**src/rtl/idex_pkg.sv**
```systemverilog
// Shared defaults and payload packing for the ID/EX pipeline stage.
// Payload layout, LSB first: opidx | opval | imm | ctrl.
package idex_pkg;

  localparam int unsigned DATA_W_DEF  = 32;
  localparam int unsigned NUM_OPS_DEF = 6;
  localparam int unsigned IDX_W_DEF   = 3;
  localparam int unsigned CTRL_W_DEF  = 16;
  localparam int unsigned CNT_W_DEF   = 16;

  localparam int unsigned OPIDX_OFF = 0;

  function automatic int unsigned opvalOffset(int unsigned numOps, int unsigned idxW);
    return numOps * idxW;
  endfunction

  function automatic int unsigned immOffset(int unsigned dataW, int unsigned numOps,
                                            int unsigned idxW);
    return opvalOffset(numOps, idxW) + numOps * dataW;
  endfunction

  function automatic int unsigned ctrlOffset(int unsigned dataW, int unsigned numOps,
                                             int unsigned idxW);
    return immOffset(dataW, numOps, idxW) + dataW;
  endfunction

  function automatic int unsigned payloadWidth(int unsigned dataW, int unsigned numOps,
                                               int unsigned idxW, int unsigned ctrlW);
    return ctrlOffset(dataW, numOps, idxW) + ctrlW;
  endfunction

endpackage

```
**src/rtl/idex_slot.sv**
```systemverilog
// One pipeline entry slot: payload register with load enable plus a valid flop.
module idex_slot #(
  parameter int unsigned W = 8
) (
  input  logic         clk,
  input  logic         reset,
  input  logic         load_i,
  input  logic [W-1:0] data_i,
  input  logic         valid_i,
  output logic [W-1:0] data_o,
  output logic         valid_o
);

  logic [W-1:0] data_q;
  logic         valid_q;

  // valid_i is the next-state valid; the payload only changes when loaded
  always_ff @(posedge clk) begin
    if (reset) begin
      data_q  <= '0;
      valid_q <= 1'b0;
    end else begin
      valid_q <= valid_i;
      if (load_i) begin
        data_q <= data_i;
      end
    end
  end

  assign data_o  = data_q;
  assign valid_o = valid_q;

endmodule

```
**src/rtl/idex_pipe_stage.sv**
```systemverilog
// ID/EX pipeline register with a skid slot, so in_ready comes straight from a flop
// while one entry per cycle still flows when EX is ready.
module idex_pipe_stage
  import idex_pkg::*;
#(
  parameter int unsigned DATA_W  = DATA_W_DEF,
  parameter int unsigned NUM_OPS = NUM_OPS_DEF,
  parameter int unsigned IDX_W   = IDX_W_DEF,
  parameter int unsigned CTRL_W  = CTRL_W_DEF,
  parameter int unsigned CNT_W   = CNT_W_DEF
) (
  input  logic                      clk,
  input  logic                      reset,
  input  logic                      flush,
  input  logic                      in_valid,
  output logic                      in_ready,
  input  logic [CTRL_W-1:0]         in_ctrl,
  input  logic [DATA_W-1:0]         in_imm,
  input  logic [NUM_OPS*DATA_W-1:0] in_opval,
  input  logic [NUM_OPS*IDX_W-1:0]  in_opidx,
  output logic                      out_valid,
  input  logic                      out_ready,
  output logic [CTRL_W-1:0]         out_ctrl,
  output logic [DATA_W-1:0]         out_imm,
  output logic [NUM_OPS*DATA_W-1:0] out_opval,
  output logic [NUM_OPS*IDX_W-1:0]  out_opidx,
  output logic [CNT_W-1:0]          stall_cnt
);

  localparam int unsigned PAY_W     = payloadWidth(DATA_W, NUM_OPS, IDX_W, CTRL_W);
  localparam int unsigned OPVAL_OFF = opvalOffset(NUM_OPS, IDX_W);
  localparam int unsigned IMM_OFF   = immOffset(DATA_W, NUM_OPS, IDX_W);
  localparam int unsigned CTRL_OFF  = ctrlOffset(DATA_W, NUM_OPS, IDX_W);

  logic [PAY_W-1:0] inPayload;
  logic [PAY_W-1:0] mainData;
  logic [PAY_W-1:0] skidData;
  logic [PAY_W-1:0] mainLoadData;
  logic             mainValid;
  logic             skidValid;
  logic             mainLoad;
  logic             skidLoad;
  logic             mainValidNext;
  logic             skidValidNext;
  logic             acceptFire;
  logic             consumeFire;
  logic [CNT_W-1:0] stallCnt_q;
  logic [CNT_W-1:0] stallCnt_d;

  always_comb begin
    inPayload = '0;
    inPayload[OPIDX_OFF +: NUM_OPS*IDX_W]  = in_opidx;
    inPayload[OPVAL_OFF +: NUM_OPS*DATA_W] = in_opval;
    inPayload[IMM_OFF   +: DATA_W]         = in_imm;
    inPayload[CTRL_OFF  +: CTRL_W]         = in_ctrl;
  end

  assign in_ready    = ~skidValid;
  assign acceptFire  = in_valid & in_ready;
  assign consumeFire = mainValid & out_ready;

  // Skid drains into main before any new entry can reach main; flush kills every move
  always_comb begin
    mainLoad      = 1'b0;
    skidLoad      = 1'b0;
    mainLoadData  = inPayload;
    mainValidNext = mainValid & ~consumeFire;
    skidValidNext = skidValid & ~consumeFire;
    if (consumeFire && skidValid) begin
      mainLoad      = 1'b1;
      mainLoadData  = skidData;
      mainValidNext = 1'b1;
    end else if (acceptFire && (!mainValid || consumeFire)) begin
      mainLoad      = 1'b1;
      mainValidNext = 1'b1;
    end else if (acceptFire) begin
      skidLoad      = 1'b1;
      skidValidNext = 1'b1;
    end
    if (flush) begin
      mainLoad      = 1'b0;
      skidLoad      = 1'b0;
      mainValidNext = 1'b0;
      skidValidNext = 1'b0;
    end
  end

  idex_slot #(.W(PAY_W)) mainSlot (
    .clk     (clk),
    .reset   (reset),
    .load_i  (mainLoad),
    .data_i  (mainLoadData),
    .valid_i (mainValidNext),
    .data_o  (mainData),
    .valid_o (mainValid)
  );

  idex_slot #(.W(PAY_W)) skidSlot (
    .clk     (clk),
    .reset   (reset),
    .load_i  (skidLoad),
    .data_i  (inPayload),
    .valid_i (skidValidNext),
    .data_o  (skidData),
    .valid_o (skidValid)
  );

  always_comb begin
    stallCnt_d = stallCnt_q;
    if (mainValid && !out_ready && (stallCnt_q != {CNT_W{1'b1}})) begin
      stallCnt_d = stallCnt_q + {{(CNT_W-1){1'b0}}, 1'b1};
    end
  end

  always_ff @(posedge clk) begin
    if (reset) begin
      stallCnt_q <= '0;
    end else begin
      stallCnt_q <= stallCnt_d;
    end
  end

  // A bubble must look like a NOP to EX, so ctrl is masked while main is empty
  assign out_valid = mainValid;
  assign out_ctrl  = mainValid ? mainData[CTRL_OFF +: CTRL_W] : '0;
  assign out_imm   = mainData[IMM_OFF +: DATA_W];
  assign out_opval = mainData[OPVAL_OFF +: NUM_OPS*DATA_W];
  assign out_opidx = mainData[OPIDX_OFF +: NUM_OPS*IDX_W];
  assign stall_cnt = stallCnt_q;

endmodule

```
**config.mk**
```make
export PLATFORM = sky130hd
export DESIGN_NAME = idex_pipe_stage
export DESIGN_NICKNAME = d
export VERILOG_FILES = /design/src/rtl/idex_pkg.sv /design/src/rtl/idex_slot.sv /design/src/rtl/idex_pipe_stage.sv
export SDC_FILE = /design/constraint.sdc
export NUM_CORES = 1
export LEC_CHECK = 0
export ABC_AREA = 0
export CAP_MARGIN = 20
export CORE_MARGIN = 2
export CORE_UTILIZATION = 50
export DETAILED_ROUTE_END_ITERATION = 8
export GPL_TIMING_DRIVEN = 0
export PLACE_DENSITY = 0.88
export SYNTH_ARGS = -nofsm -noshare
export SYNTH_HDL_FRONTEND = slang
export SYNTH_SLANG_ARGS = --single-unit
```
**constraint.sdc**
```tcl
create_clock -name clk -period 2.55 [get_ports clk]
set_clock_uncertainty 0.2 [all_clocks]
set_input_delay 0.51 -clock clk [delete_from_list [all_inputs] [get_ports clk]]
set_output_delay 0.51 -clock clk [all_outputs]
set_load 0.005 [all_outputs]
```
# Word-level counts from Yosys, hierarchy flattened
# Cells that the tools add are included.
# totals
output_inout_bits,276
ram_bits,0
in_bits,263
rom_bits,0
ff_bits,534
latchBits,0
memories,0
# op_classes
n_mul,0
n_addsub,1
n_mux,14
div,0
order_cmp,0
bitwise,6
eq_ne,1
n_shift,0
reduce_logical,8
# op_table
op,count
258-bit two-way mux,1
"16-bit by 1-bit adder with 16-bit output, second input constant",1
16-bit two-way mux,1
"16-bit inequality test, second input constant",1
1-bit two-way mux,12
1-bit AND,4
1-bit logical AND,4
1-bit logical NOT,2
1-bit inverter,2
2-bit OR reduction,1
1-bit logical OR,1

# Longest topological paths before layout
# Gate-level depths: netlist of run 1.
# depth
ltp_word,6
ltp_mapped,7
ltp_nobuf,5

# By module
# From an unflattened synthesis of run 1, not the netlist that was laid out.
# unflattened
cells_unflattened,2083
area_unflattened_um2,22854.4
# by_module_without_submodules
mod,seq_area_each_um2,area_per_inst_um2,n_inst,cells_per_inst
idex_slot,5185.0,9394.0,2,834
idex_pipe_stage,320.3,4066.4,1,415

# Worst setup path before layout of run 1
# Ideal clock, no wire load.
# synth_timing
path_type,input port to flip-flop
start,input out_ready
end,register stallCnt_q[15] (netlist: stall_cnt[15])
arrival_ps,1603
required_time_ps,2227
slack_ps,624
setup_time_ps,123
path_buffers,2
cell_stages,6
cell_sequence,nor2b_1 -> buf_2 -> nand3_1 -> clkbuf_1 -> nor4_1 -> mux2_1
# synth_via
elab_chain_cells,3
# synth_rtl
element,line,rtl
"start, declared",idex_pipe_stage.sv:22,"input logic out_ready,"
1-bit logical NOT,idex_pipe_stage.sv:110,if (mainValid && !out_ready && (stallCnt_q != {CNT_W{1'b1}})) begin
1-bit logical AND (2 in a row),idex_pipe_stage.sv:110,
"end signal, assigned",idex_pipe_stage.sv:119,stallCnt_q <= stallCnt_d;
"end, declared",idex_pipe_stage.sv:47,logic [CNT_W-1:0] stallCnt_q;
# No other way between the ends.
# A chain may end at the register's enable or synchronous reset.

# Worst setup path in the final report of run 1
# layout_timing
start,register mainSlot.valid_q (netlist: mainSlot.valid_o)
end,output out_ctrl[2]
# layout_via
elab_chain_cells,1
# layout_rtl
element,line,rtl
"start, declared",idex_slot.sv:15,logic valid_q;
"start signal, assigned",idex_slot.sv:23,valid_q <= valid_i;
16-bit two-way mux,idex_pipe_stage.sv:125,assign out_ctrl = mainValid ? mainData[CTRL_OFF +: CTRL_W] : '0;
"end, declared",idex_pipe_stage.sv:23,"output logic [CTRL_W-1:0] out_ctrl,"
# No other way between the ends.

==> results of run 1 <==
-- Yosys cell counts (6+ instances only) --
master    count
dfxtp_1     534
nand2_1    1039
nor2b_1       7
a311oi_1    258
a21oi_1     268
nand4_1       8
and2_1       16
buf_4       242
buf_2       102
inv_1         6
clkbuf_1    132
nor2_1      269
mux2_2        6
-- layout make-up --
class	count	area share, %
clock buffers	77	4.99
repair buffers	540	17.6
clock inverters	15	0.601
well taps	592	2.42
inverters	6	0.0736
diodes	10	0.0818
multi-input cells	1916	29.8
plain buffers	477	9.47
flip-flops and latches	534	34.9
-- tightest hold or removal path: stages --
cell and delay, ns:
clkbuf_1 0.21, nor2b_1 0.15, mux2_1 0.12
-- registers in the layout, indices dropped and copies added, names as in the netlist --
register / flops
mainSlot.data_o: 258
skidSlot.data_o: 258
mainSlot.valid_o: 1
skidSlot.valid_o: 1
stall_cnt: 16
-- cell families after synthesis --
logic type                 after synthesis  synth area share (%)
AOI/OAI and AO/OA                      541                  16.4
adders and majority gates                1                0.0552
buffers and inverters                  485                  12.6
DFF                                    534                  47.2
muxes                                    9                 0.436
and+or+nand+nor                       1365                  23.3
-- worst paths after layout --
check | end | slack [ns] | cells after the start
min reg2reg | skidSlot.data_o[215]$_SDFFE_PP0P_ | 0.25 | 2
min | stall_cnt[15]$_SDFFE_PP0P_ | 0.23 | 3
max | out_ctrl[2] | 0.03 | 3
max reg2reg | mainSlot.data_o[3]$_SDFFE_PP0P_ | 0.14 | 8
-- where the power goes --
group | switching, mW | total (mW) | internal [mW]
Combinational | 1.05 | 2.47 | 1.42
Sequential | 0.185 | 8.85 | 8.66
Clock | 3.34 | 7.80 | 4.46
-- repair_timing --
item	in CTS	in global routing
gates cloned	1	0
resized for setup	32	30
setup buffers	2	0
endpoints found under the setup margin	405	375
-- metrics by stage --
step | TNS (ns) | util (%) | area, sq um | setup WS [ns] | power, mW
CTS | 0 | 68.6 | 30500 | 0.0144 | 19.2
floorplan | 0 | - | 22700 | 0.624 | 10.1
finish | 0 | 68.7 | 30600 | 0.0340 | 19.1
global route | -0.00688 | 68.7 | 30600 | -0.00543 | 19.7
detailed placement | -349.46 | 64.6 | 28800 | -0.973 | 11.5
global placement | -331.31 | 64.6 | 28800 | -0.908 | 11.4
-- layer usage --
layer	routed length, microns	share of wire [%]	track usage, %	vias up
met5	30	0.040	0	-
li1	-	-	-	10800
met3	6870	9.2	6.35	214
met2	35500	47	51.2	1059
met4	3610	4.8	14.8	4
met1	29000	39	36.6	10500
==> impl_metrics.yaml, run 1 <==
hold_path:
  hold_path.startpoint: "reset"
  hp-class: "in -> reg"
synth:
  synth_area_per_cell_sq_um: 7.72
  synth.top_cell.area_share_pct: 47.2
  yosysUniqueCellTypes: 35
  synth_area_sq_um: 22700
  synth_warnings: 0
  yosys-top-cells-area: "dfxtp_1, nand2_1, a311oi_1, buf_4, a21oi_1"
  synth_edf_count: 0
  async_flop_share_pct: 0
  synth_cells: 2935
  synth_seq_area_share_pct: 47.2
  synth_seq_cells: 534
  yosysTopAreaCell: "dfxtp_1"
  ys.flop_type: "dfxtp_1"
  syn_nets: 3199
routing:
  ant_nets: 0
  vias: 22500
  dr.first_iter.drc_count: 2264
  drt_wl_total_microns: 75000
  wire_per_inst_microns: 18.0
  dr.pass1.iters: 7
  drc: 0
  routed_via_density: 5.40
critical_path:
  critPathMaxFanout: 7
  critPathLaunch: "mainSlot.valid_o$_SDFF_PP0_"
  required_ns: 1.84
  crit_slowest_cell: "clkdlybuf4s50_1"
  crit_arrival_ns: 1.81
  critical_path_class: "reg -> out"
  worst_setup_path_end_kind: "output pin"
  worstPathCellList: "clkbuf_16 > and2_1 > clkdlybuf4s50_1"
  crit_family: "buffers and inverters"
  startpoint_type: "flop"
  slowest_delay_ns: 0.51
  cp_num_buf_inv: 2
  reg2reg_from: "mainSlot.valid_o$_SDFF_PP0_"
final_layout:
  syn2layout_area_growth_pct: 35.1
  fill_cells: 3439
  most-common-layout-cells: "nand2_1, dfxtp_1, clkdlybuf4s50_1, nor2_1, a21oi_1"
  final_common_cell: "nand2_1"
  drive_gt1_share_pct: 12.8
  seqCellArea_sq_um: 10700
  fin_cells: 4167
  multi_input_area_sq_um: 9120
  fin_nets: 3792
clock_tree:
  tritoncts: "yes"
  clock-sinks: 534
  clk_pin_slew_ns: 0.06
  cts-htree-levels: 2
  cts_buffers: 53
  clockBufferDepth: 3
  holdBufCountCts: 0
  insertion_delay_ns: 0.60
  cts.root.buffer_cell: "clkbuf_16"
power:
  p_leak_nw: 11.6
  pwr_density_cell_nw_per_um2: 625
  peakVddDrop_v: 0.000635
floorplan:
  row_count: 77
  die_y_microns: 217
  die-area_sq_um: 47000
  dieWidth_microns: 217
  initial_core_util_pct: 50.9
  core-area_sq_um: 44500
  pin_count: 539
sta:
  max_freq_mhz: 397
  fin_crit_ns: 2.52
  setup_viol_count_final: 0
  worst_hold_slack_ns: 0.230
  hold_violations: 0
  fin_crit_sh_pct: 98.7
  tightest_slew_ns: 1.10
  drv_slew: 0
  relSlewSlack_pct: 26.6
place:
  placed_cells: 4064
  place_hpwl_microns: 53600
  routabilityCongestion: 0.898
  io_buffers: 537
run:
  maxCapViolations: 0
grt:
  grt_overflow: 0
  grt_pass1_vias: 21000
  grt_max_degree: 15
  antenna_found_initial: 13
  track_usage_pct: 30.3
  grt_pass1_wl_microns: 113000
outcome:
  status: "finished clean"
Note: power is estimated with default switching activity, not from simulation.
==> run 2, diff against run 1 <==
--- a/config.mk
+++ b/config.mk
@@ -6,7 +6,7 @@
 export NUM_CORES = 1
 export LEC_CHECK = 0
 export ABC_AREA = 0
-export CAP_MARGIN = 20
+export CAP_MARGIN = 10
 export CORE_MARGIN = 2
 export CORE_UTILIZATION = 50
 export DETAILED_ROUTE_END_ITERATION = 8
==> results of run 2 <==
Same layout as run 1: the final DEF is identical, and so are final timing and power.
